`config.mk`:
```
export PLATFORM = sky130hd
export DESIGN_NAME = reset_sequencer_flat
export DESIGN_NICKNAME = d
export VERILOG_FILES = /design/src/rtl/reset_seq_pkg.sv /design/src/rtl/reset_sequencer_if.sv /design/src/rtl/rst_sync_2ff.sv /design/src/rtl/reset_sequencer.sv /design/src/flat_wrapper.sv
export SDC_FILE = /design/constraint.sdc
export NUM_CORES = 1
export LEC_CHECK = 0
export ABC_CLOCK_PERIOD_IN_PS = 2500
export CAP_MARGIN = 20
export CORE_ASPECT_RATIO = 1.75
export CORE_MARGIN = 2
export CORE_UTILIZATION = 29
export DETAILED_ROUTE_END_ITERATION = 10
export GPL_ROUTABILITY_DRIVEN = 0
export SLEW_MARGIN = 0
export SYNTH_ARGS = -nofsm -noshare
export SYNTH_HDL_FRONTEND = slang
export SYNTH_HIERARCHICAL = 1
export SYNTH_SLANG_ARGS = --single-unit
```
`constraint.sdc`:
```
create_clock -name clk -period 2.5 [get_ports clk]
set_input_delay 0.375 -clock clk [delete_from_list [all_inputs] [get_ports clk]]
set_output_delay 0.375 -clock clk [all_outputs]
set_load 0.03 [all_outputs]
```
`src/rtl/reset_seq_pkg.sv`:
```
// rtl/reset_seq_pkg.sv - shared FSM state and reset-cause encodings for reset_sequencer
package reset_seq_pkg;

    typedef enum logic [1:0] {
        HOLD    = 2'd0,
        RELEASE = 2'd1,
        RUN     = 2'd2
    } seq_state_t;

    localparam logic [1:0] CAUSE_NONE = 2'b00;
    localparam logic [1:0] CAUSE_POR  = 2'b01;
    localparam logic [1:0] CAUSE_SW   = 2'b10;
    localparam logic [1:0] CAUSE_WDT  = 2'b11;

endpackage

```
`src/rtl/reset_sequencer_if.sv`:
```
// rtl/reset_sequencer_if.sv - request/status bundle of reset_sequencer (RESET_SEQUENCER_WDT_EN adds wdt_kick_i)
interface reset_sequencer_if #(
    parameter int NUM_DOMAINS = 4
);

    logic                   sw_rst_req_i;
`ifdef RESET_SEQUENCER_WDT_EN
    logic                   wdt_kick_i;
`endif
    logic [NUM_DOMAINS-1:0] domain_rst_n_o;
    logic                   rst_done_o;
    logic [1:0]             rst_cause_o;

    // The sequencer side drives resets and status, the consumer side drives requests.
    modport master (
`ifdef RESET_SEQUENCER_WDT_EN
        input  wdt_kick_i,
`endif
        input  sw_rst_req_i,
        output domain_rst_n_o,
        output rst_done_o,
        output rst_cause_o
    );

    modport slave (
`ifdef RESET_SEQUENCER_WDT_EN
        output wdt_kick_i,
`endif
        output sw_rst_req_i,
        input  domain_rst_n_o,
        input  rst_done_o,
        input  rst_cause_o
    );

endinterface

```
`src/rtl/rst_sync_2ff.sv`:
```
// rtl/rst_sync_2ff.sv - two-flop reset deassertion synchroniser
module rst_sync_2ff (
    input  logic clk,
    input  logic asyncrst_n,
    output logic sync_o
);

    logic meta;

    // Clear immediately on reset, shift a one through two stages on release.
    always_ff @(posedge clk or negedge asyncrst_n) begin
        if (!asyncrst_n) begin
            meta   <= 1'b0;
            sync_o <= 1'b0;
        end else begin
            meta   <= 1'b1;
            sync_o <= meta;
        end
    end

endmodule

```
`src/rtl/reset_sequencer.sv`:
```
// rtl/reset_sequencer.sv - sequenced multi-domain reset release with SW reset and cause record; optional watchdog under RESET_SEQUENCER_WDT_EN
module reset_sequencer
    import reset_seq_pkg::*;
#(
    parameter int NUM_DOMAINS    = 4,
    parameter int STRETCH_CYCLES = 16,
    parameter int STEP_CYCLES    = 8,
    parameter int CNT_W          = 8
`ifdef RESET_SEQUENCER_WDT_EN
    ,
    parameter int WDT_TIMEOUT    = 1024
`endif
) (
    input  logic                clk,
    input  logic                asyncrst_n,
    reset_sequencer_if.master   bus
);

    localparam int KW = $clog2(NUM_DOMAINS + 1);

    logic                   sync;
    seq_state_t             state, state_nx;
    logic [CNT_W-1:0]       cnt, cnt_nx;
    logic [KW-1:0]          k, k_nx;
    logic [NUM_DOMAINS-1:0] dom, dom_nx;
    logic                   done, done_nx;
    logic [1:0]             cause, cause_nx;
    logic                   wdt_hit;

`ifdef RESET_SEQUENCER_WDT_EN
    localparam int WW = $clog2(WDT_TIMEOUT) + 1;
    logic [WW-1:0]          wdt, wdt_nx;
`endif

    rst_sync_2ff u_sync (
        .clk        (clk),
        .asyncrst_n (asyncrst_n),
        .sync_o     (sync)
    );

    // State and output registers; the board reset clears everything and records POR.
    always_ff @(posedge clk or negedge asyncrst_n) begin
        if (!asyncrst_n) begin
            state <= HOLD;
            cnt   <= '0;
            k     <= '0;
            dom   <= '0;
            done  <= 1'b0;
            cause <= CAUSE_POR;
`ifdef RESET_SEQUENCER_WDT_EN
            wdt   <= '0;
`endif
        end else begin
            state <= state_nx;
            cnt   <= cnt_nx;
            k     <= k_nx;
            dom   <= dom_nx;
            done  <= done_nx;
            cause <= cause_nx;
`ifdef RESET_SEQUENCER_WDT_EN
            wdt   <= wdt_nx;
`endif
        end
    end

    // Next-state logic: a reset request restarts HOLD from any state, otherwise stretch then release in order.
    always_comb begin
        state_nx = state;
        cnt_nx   = cnt;
        k_nx     = k;
        dom_nx   = dom;
        done_nx  = done;
        cause_nx = cause;
        wdt_hit  = 1'b0;
`ifdef RESET_SEQUENCER_WDT_EN
        wdt_nx   = '0;
        wdt_hit  = (state == RUN) && (wdt == WW'(WDT_TIMEOUT - 1)) && !bus.wdt_kick_i;
        if ((state == RUN) && !bus.sw_rst_req_i && !wdt_hit)
            wdt_nx = bus.wdt_kick_i ? '0 : wdt + 1'b1;
`endif
        if (bus.sw_rst_req_i || wdt_hit) begin
            state_nx = HOLD;
            cnt_nx   = '0;
            k_nx     = '0;
            dom_nx   = '0;
            done_nx  = 1'b0;
            cause_nx = bus.sw_rst_req_i ? CAUSE_SW : CAUSE_WDT;
        end else begin
            case (state)
                HOLD: begin
                    if (sync) begin
                        if (cnt == CNT_W'(STRETCH_CYCLES - 1)) begin
                            dom_nx   = NUM_DOMAINS'(1);
                            cnt_nx   = '0;
                            k_nx     = KW'(1);
                            state_nx = RELEASE;
                        end else begin
                            cnt_nx = cnt + 1'b1;
                        end
                    end
                end
                RELEASE: begin
                    if (k == KW'(NUM_DOMAINS)) begin
                        done_nx  = 1'b1;
                        cnt_nx   = '0;
                        state_nx = RUN;
                    end else if (cnt == CNT_W'(STEP_CYCLES - 1)) begin
                        dom_nx = dom | (NUM_DOMAINS'(1) << k);
                        k_nx   = k + 1'b1;
                        cnt_nx = '0;
                    end else begin
                        cnt_nx = cnt + 1'b1;
                    end
                end
                RUN: begin
                end
                default: begin
                    state_nx = HOLD;
                    cnt_nx   = '0;
                    k_nx     = '0;
                    dom_nx   = '0;
                    done_nx  = 1'b0;
                end
            endcase
        end
    end

    assign bus.domain_rst_n_o = dom;
    assign bus.rst_done_o     = done;
    assign bus.rst_cause_o    = cause;

endmodule

```
`src/flat_wrapper.sv`:
```
// flat-port wrapper written by rule: the top's interface ports become plain ports
module reset_sequencer_flat import reset_seq_pkg::*;
#(
    parameter int NUM_DOMAINS    = 4,
    parameter int STRETCH_CYCLES = 16,
    parameter int STEP_CYCLES    = 8,
    parameter int CNT_W          = 8

)
  (clk, asyncrst_n, bus_sw_rst_req_i, bus_domain_rst_n_o, bus_rst_done_o, bus_rst_cause_o);
  reset_sequencer_if #(.NUM_DOMAINS(NUM_DOMAINS)) bus_i ();
  input  logic clk;
  input  logic asyncrst_n;
  input wire logic [$bits(bus_i.sw_rst_req_i)-1:0] bus_sw_rst_req_i;
  output wire logic [$bits(bus_i.domain_rst_n_o)-1:0] bus_domain_rst_n_o;
  output wire logic [$bits(bus_i.rst_done_o)-1:0] bus_rst_done_o;
  output wire logic [$bits(bus_i.rst_cause_o)-1:0] bus_rst_cause_o;
  assign bus_i.sw_rst_req_i = bus_sw_rst_req_i;
  assign bus_domain_rst_n_o = bus_i.domain_rst_n_o;
  assign bus_rst_done_o = bus_i.rst_done_o;
  assign bus_rst_cause_o = bus_i.rst_cause_o;
  reset_sequencer #(.NUM_DOMAINS(NUM_DOMAINS), .STRETCH_CYCLES(STRETCH_CYCLES), .STEP_CYCLES(STEP_CYCLES), .CNT_W(CNT_W)) u_core (.clk(clk), .asyncrst_n(asyncrst_n), .bus(bus_i));
endmodule
```
==> results of run 1 <==
[through the flow]
| stage | util, % | hold WS (ps) | instances | area, µm² |
|---|---|---|---|---|
| global route | 36.0 | 359 | 169 | 1310 |
| global placement | 34.8 | 337 | 165 | 1260 |
| CTS | 36.0 | 355 | 169 | 1310 |
| floorplan | - | 79.4 | 110 | 1110 |
| finish | 36.0 | 352 | 169 | 1310 |
| detailed placement | 34.8 | 337 | 165 | 1260 |
[worst min-delay path by stage]
stage | slack (ps) | from | to
floorplan | 80 | asyncrst_n | u_core/bus.domain_rst_n_o[0]
global placement | 340 | u_core/u_sync/meta | u_core/u_sync/sync_o
detailed placement | 340 | u_core/u_sync/meta | u_core/u_sync/sync_o
CTS | 360 | u_core/u_sync/meta | u_core/u_sync/sync_o
global route | 360 | u_core/u_sync/meta | u_core/u_sync/sync_o
finish | 350 | u_core/u_sync/meta | u_core/u_sync/sync_o
[synthesized netlist by cell type, drive strengths merged (2+ instances only)]
master	instances
dfrtp	21
nand2	12
a21oi	5
nor2b	6
clkbuf	2
o21ai	8
nand3	4
o21a	2
a31oi	2
ha	6
a21o	2
a22o	3
o31ai	2
or3	2
nor2	9
mux2i	3
and3	4
inv	4
[state kept, by name (all words and copies together), names as in the netlist]
register and flops:
u_core/u_sync/meta 1, u_core/bus.rst_done_o 1, u_core/u_sync/sync_o 1, u_core/bus.rst_cause_o 2, u_core/cnt 8, u_core/state 2, u_core/k 3, u_core/bus.domain_rst_n_o 4
[critical path: cells and delay by family (launching register included)]
family	cells	cell delay [ps]
simple gates	3	1140
compound gates	2	550
flops	1	430
[metal layers]
| layer | vias up | wire length [µm] | GRT usage (%) |
|---|---|---|---|
| li1 | 413 | - | - |
| met1 | 420 | 874 | 11.3 |
| met2 | 15 | 1250 | 21.1 |
| met3 | 6 | 60 | 1.74 |
| met4 | 0 | 49 | 6.63 |
| met5 | - | 0 | 0 |
[cell type report]
type / count / area [µm²]
clock buffers: 4 / 45.0
repair buffers: 11 / 105
inverters: 4 / 15.0
well taps: 46 / 57.6
fillers: 367 / 2320
multi-input cells: 82 / 533
flip-flops and latches: 22 / 552
[where the power goes]
| part | switching, µW | internal, µW |
|---|---|---|
| logic | 57.5 | 40.7 |
| registers | 17.8 | 374 |
| clock network | 108 | 114 |
| total | 183 | 528 |
[cells by family after synthesis]
group / after synthesis
AND/OR/NAND/NOR: 44
AO/OA/AOI/OAI: 27
flip-flops: 22
buffers and inverters: 6
adder cells (fa/ha/maj): 6
multiplexers: 4
other: 1
==> impl_metrics.tcl, run 1 <==
set metrics [dict create \
    finalMaxSlewViolations 0 \
    arrival_ps 2380 \
    die_h_um 85.7 \
    rsz0062_at_grt "false" \
    max_freq_ghz 0.458 \
    diodes 0 \
    viasPerCell 5.05 \
    crit_end "u_core/bus.domain_rst_n_o[1]" \
    synth_top_area_cell "dfrtp_1" \
    synth_compound_area_share_pct 16.5 \
    dp_slack_ps 393 \
    r2r_setup_slack_ps 320 \
    die_w_um 50.7 \
    finalSetupViolCount 0 \
    fin_setup_tns_ps 0 \
    synth-xor-area-share_pct 0 \
    final_common_cell "dfrtp_1" \
    cts.sinks 22 \
    floorplan.initialDensity_pct 30.5 \
    peakVddDrop_v 0.000216 \
    maxCapViolations 0 \
    slowest_stage "or4_4" \
    hold_class "register to register" \
    finalClockSkew_ps 1.10 \
    area_delta_synth_final_pct 18.1 \
    async_reset_ff_share_pct 100 \
    drc 0 \
    ant_nets 0 \
    yosysWarnings 6 \
    post_cts_buffers 0 \
    syn_area_per_cell_um2 10.1 \
    globalRoute.totalOverflow 0 \
    grt_pass1_wl_um 3640 \
    r2r_end "u_core/bus.domain_rst_n_o[1]" \
    synth_fa_ha_area_share_pct 6.78 \
    path_max_fanout 10 \
    holdBufCountCts 0 \
    leakagePower_uw 0.000582 \
    antenna_found_initial 0 \
    slew_headroom_pct 63.6 \
    root_buffer "clkbuf_8" \
    dp_hpwl_um 1710 \
    worst-slew-pin-transition_ps 544 \
    core_um2 3630 \
    cp-end-kind "register" \
    setup_ws_ps 316 \
    grtUsageTotal_pct 11.3 \
    synth_area_leaders "dfrtp_1, ha_1, nand2_1" \
    hold_path_depth 0 \
    ctsResizeCount 0 \
    path_clk_slew_ps 70 \
    synth_edf_count 0 \
    portBuffers 9 \
    required_ps 2690 \
    htree_levels 1 \
    ys_seq_elements 22 \
    r2r_cells 5 \
    synth-simple-area-share_pct 20.8 \
    grt_pass1_vias 819 \
    synth-main-ff-cell "dfrtp_1" \
    cts_buffers 3 \
    syn-instance-count 110 \
    wl_per_cell_um 13.2 \
    fin_nets 133 \
    synth_nets 119 \
    worst_skew_pair.late_latency_ps 260 \
    power_density_nw_per_um2 544 \
    synth_top_family_by_area "simple AND/OR/NAND/NOR gates" \
    crit_start "u_core/cnt[4]" \
    synth_top_area_share_pct 47.5 \
    path_class "register to register" \
    startpoint_type "register" \
    synth.distinct_cells 34 \
    rows 29 \
    regToRegStartpoint "u_core/cnt[4]" \
    tritoncts "built" \
    layout_common_cells "dfrtp_1, nand2_1, clkdlybuf4s50_1, nor2_1, o21ai_0" \
    ios 10 \
    drive_above_1_share_pct 10.6 \
    status "complete, no violations" \
    cpPeakStageDelay_ps 570 \
    critical_path.cell_chain "or4_4 > nor4b_1 > a2bb2oi_2 > a31oi_1 > nor2b_1" \
    final_hold_viol_count 0 \
    synth_mux_area_share_pct 3.73 \
    power_uw 711 \
    dieArea_um2 4350 \
    period_needed_ps 2180 \
    drtIter0Drc 23 \
    vias 854 \
    wl_um 2240 \
    ys_seq_area_share_pct 49.8 \
    grt_start_max_net_pins 13 \
    fin_crit_sh_pct 87.4 \
    drtPass1Iterations 4 \
    synthesis.area_um2 1110 \
    cts_max_path_buffers 2 \
]
Power figures use the tool's default switching activity.
==> run 2: changes to the inputs <==
- ABC_CLOCK_PERIOD_IN_PS: 2500 -> 2530
- CORE_MARGIN: 2 -> default
- clock period: 2.5 -> 2.53 ns (I/O delays scaled with it)
==> impl_metrics.tcl, run 2 (synthesized netlist as in run 1, its figures left out) <==
set metrics [dict create \
    status "complete, no violations" \
    required_ps 2730 \
    tritoncts "built" \
    rows 29 \
    viasPerCell 5.00 \
    antenna_found_initial 0 \
    wl_per_cell_um 13.3 \
    switching_share_pct 23.7 \
    rsz0062_at_grt "false" \
    max_freq_ghz 0.476 \
    root_buffer "clkbuf_8" \
    p_switching_uw 192 \
    ant_nets 0 \
    path_class "register to register" \
    peakVddDrop_v 0.000188 \
    cts_buffers 3 \
    wl_um 2240 \
    period_needed_ps 2100 \
    power_density_nw_per_um2 610 \
    arrival_ps 2300 \
    area_delta_synth_final_pct 20.5 \
    seq_power_share_pct 47.6 \
    power.clock.fraction_pct 40.5 \
    core_um2 3630 \
    leakagePower_uw 0.000595 \
    r2r_setup_slack_ps 430 \
    holdBufCountCts 0 \
    final_common_cell "dfrtp_1" \
    drtIter0Drc 11 \
    drtPass1Iterations 3 \
    portBuffers 9 \
    vias 845 \
    regMostFlops "u_core/cnt" \
    dieArea_um2 4080 \
    floorplan.initialDensity_pct 30.5 \
    diodes 0 \
    grt_pass1_vias 892 \
    die_w_um 48.7 \
    dp_hpwl_um 1680 \
    final_hold_viol_count 0 \
    finalMaxSlewViolations 0 \
    cts_max_path_buffers 2 \
    startpoint_type "register" \
    drc 0 \
    largest_reg_flops 8 \
    die_h_um 83.7 \
    path_clk_slew_ps 80 \
    grt_start_max_net_pins 23 \
    cp-end-kind "register" \
    htree_levels 1 \
    finalSetupViolCount 0 \
    nFillCells 385 \
    globalRoute.totalOverflow 0 \
    layout_common_cells "dfrtp_1, nand2_1, clkdlybuf4s50_1, nor2_1, o21ai_0" \
    worst_skew_pair.late_latency_ps 270 \
    fin_nets 133 \
    dpl.cell_count 165 \
    path_max_fanout 10 \
    pwr-share-comb_pct 12.0 \
    ios 10 \
    instances_no_fill 169 \
    grtUsageTotal_pct 13.1 \
    grt_pass1_wl_um 4080 \
    fin_crit_sh_pct 83.1 \
    maxCapViolations 0 \
    post_cts_buffers 0 \
    ctsResizeCount 0 \
    cts.sinks 22 \
    hold_class "register to register" \
    p_int_uw 621 \
    fin_setup_tns_ps 0 \
    finalClockSkew_ps 8.07 \
    drive_above_1_share_pct 11.4 \
]
[run 2: cell count changes in the layout (fill, tap and decap cells not counted), sizes merged]
cell / change
bufinv: +1
clkbuf: -1
[run 2: path summary, 6_finish.rpt]
path                                    start                      endpoint  depth (start not counted)
setup / recovery                u_core/cnt[4]  u_core/bus.domain_rst_n_o[2]                          5
hold / removal             u_core/u_sync/meta          u_core/u_sync/sync_o                          0
setup reg to reg                u_core/cnt[4]  u_core/bus.domain_rst_n_o[2]                          5
hold reg to reg            u_core/u_sync/meta          u_core/u_sync/sync_o                          0
max in group asynchronous          asyncrst_n     u_core/bus.rst_cause_o[0]                          2
min in group asynchronous          asyncrst_n                   u_core/k[0]                          2
[run 2: final cells by class]
class / count / area, µm² / share of cell area [%]
inverter: 4 / 15.0 / 1.13
sequential: 22 / 552 / 41.4
tap: 46 / 57.6 / 4.32
clock inverter: 1 / 30.0 / 2.25
multi-input combinational: 82 / 533 / 40.0
timing repair buffer: 11 / 105 / 7.88
clock buffer: 3 / 41.3 / 3.10
[run 2: power by group through the flow]
| stage | Combinational (µW) | Sequential, µW | Clock, µW |
|---|---|---|---|
| finish | 97.4 | 387 | 329 |
| detailed placement | 99.0 | 394 | 0 |
| global placement | 95.8 | 393 | 0 |
| CTS | 99.4 | 387 | 340 |
| global route | 111 | 391 | 353 |
| floorplan | 55.8 | 397 | 0 |
[run 2: stage by stage]
stage / total power (µW) / setup slack [ps] / utilization, % / hold slack (ps) / cell area, µm²
floorplan: 452 / 628 / - / 83.9 / 1110
global placement: 488 / 454 / 34.8 / 335 / 1260
detailed placement: 493 / 407 / 34.8 / 347 / 1260
CTS: 826 / 442 / 36.8 / 367 / 1330
global route: 855 / 274 / 36.8 / 375 / 1330
finish: 813 / 428 / 36.8 / 367 / 1330
[run 2: layer usage]
metal  GRT usage [%]  wire, µm  vias to the layer above
met4            9.09        97                        0
met1            14.0       895                      410
met2            23.2      1200                       14
met3            1.64        47                        8
li1                -         -                      413
met5               0         0                        -
[run 2: critical path: stages (launching register included)]
cell,delay [ps]
dfrtp_1,420
or4_4,570
nor4b_1,410
a2bb2oi_2,370
a31oi_1,150
nor2b_1,130
==> run 3: changes to the inputs <==
- ABC_CLOCK_PERIOD_IN_PS: 2530 -> 1700
- clock period: 2.53 -> 1.7 ns (I/O delays scaled with it)
==> impl_metrics.tcl, run 3 (synthesized netlist as in run 1, its figures left out) <==
set metrics [dict create \
    status "complete, but fails checks" \
    violations "negative setup slack" \
    wl_um 2500 \
    max_freq_ghz 0.510 \
    root_buffer "clkbuf_8" \
    cts_buffers 3 \
    drtPass1Iterations 5 \
    drc 0 \
    tritoncts "built" \
    leakagePower_uw 0.000716 \
    path_class "register to register" \
    maxCapViolations 0 \
    rows 29 \
    setup_ws_ps -262 \
    grt_pass1_vias 921 \
    peakVddDrop_v 0.000513 \
    die_w_um 48.7 \
    die_h_um 83.7 \
    wl_per_cell_um 13.3 \
    grt_use_met2_pct 22.9 \
    power_density_nw_per_um2 816 \
    crit_start "u_core/cnt[4]" \
    finalMaxSlewViolations 0 \
    floorplan.initialDensity_pct 30.5 \
    core_um2 3630 \
    drive_above_1_share_pct 26.1 \
    viasPerCell 4.97 \
    cts_max_path_buffers 2 \
    worst_skew_pair.late_latency_ps 260 \
    multiInputGateArea_um2 599 \
    diodes 0 \
    finalClockSkew_ps 3.71 \
    top_usage_layer "met2" \
    fin_nets 152 \
    layout_common_cells "dfrtp_1, buf_4, nand2_1" \
    path_clk_slew_ps 80 \
    rsz0062_at_grt "true" \
    ios 10 \
    largest_reg_flops 8 \
    grtUsageMet1_pct 13.5 \
    grt_pass1_wl_um 4040 \
    vias 934 \
    grtUsageTotal_pct 12.8 \
    ant_nets 0 \
    grtUsageMet3_pct 1.09 \
    final_hold_viol_count 0 \
    seq_area_um2 552 \
    portBuffers 9 \
    area_delta_synth_final_pct 38.5 \
    dp_hpwl_um 1760 \
    cts.sinks 22 \
    antenna_found_initial 0 \
    period_needed_ps 1960 \
    dieArea_um2 4080 \
    startpoint_type "register" \
    hold_class "input pin to asynchronous set/reset pin" \
    grt_start_max_net_pins 23 \
    cp-end-kind "register" \
    final_util_pct 42.3 \
    path_max_fanout 6 \
    regToRegStartpoint "u_core/cnt[4]" \
    regMostFlops "u_core/cnt" \
    htree_levels 1 \
    drtIter0Drc 16 \
    required_ps 1850 \
    finalSetupViolCount 14 \
    globalRoute.totalOverflow 0 \
    holdBufCountCts 0 \
    fin_crit_sh_pct 115 \
    fin_setup_tns_ps -2480 \
    final_common_cell "dfrtp_1" \
    arrival_ps 2120 \
    nFillCells 355 \
]
## run 3: cell count changes in the layout (fill, tap and decap cells not counted), sizes merged
cell	previous run	this run
buf	2	20
a2bb2oi	1	2
clkdlybuf4s50	9	8
dlygate4sd2	0	1
## run 3: area by class of cell
| type | instances | area share [%] |
|---|---|---|
| clock buffer | 3 | 2.69 |
| clock inverter | 1 | 1.96 |
| inverter | 4 | 0.979 |
| multi-input combinational | 83 | 39.1 |
| sequential | 22 | 36.0 |
| tap | 46 | 3.75 |
| timing repair buffer | 29 | 15.6 |
## run 3: repair_timing
| action | in CTS | in global routing |
|---|---|---|
| setup endpoints to repair | 14 | 14 |
| pin swaps | 4 | 8 |
| gates resized for setup | 2 | 5 |
| buffers inserted | 1 | 3 |
| gates cloned | 1 | 0 |
## run 3: through the flow
stage	total power (µW)	hold slack (ps)	setup WS (ps)	area, µm²	instances
floorplan	678	-40.6	-131	1130	110
global placement	755	335	-150	1390	179
detailed placement	759	335	-243	1390	179
CTS	1250	345	-211	1490	185
global route	1310	359	-296	1530	188
finish	1250	336	-262	1530	188
## run 3: final timing paths
kind                            slack [ps]                   endpoint  cells past startpoint
max in group asynchronous             1090  u_core/bus.rst_cause_o[0]                      2
worst min register to register         350       u_core/u_sync/sync_o                      0
worst max-delay path                  -260              u_core/cnt[0]                      5
min in group clk                       350       u_core/u_sync/sync_o                      0
worst max register to register        -260              u_core/cnt[0]                      5
worst min-delay path                   340                u_core/k[2]                      2
## run 3: report_power, final
group	total, µW	internal (µW)	switching (µW)
Sequential	571	549	21.5
Clock	490	315	175
Combinational	192	90.4	102
Total	1250	954	298
## run 3: worst max-delay path, cell delays in order, from the launching register on
cell     delay (ps)
dfrtp_1         390
or4_4           580
o31ai_2         290
a21o_2          260
nor2_4           70
mux2_2          260
## run 3: per-layer routing
metal,wire length (µm),up-vias
met1,1010,449
met5,0,-
met2,1340,23
met4,94,0
li1,-,454
met3,53,8
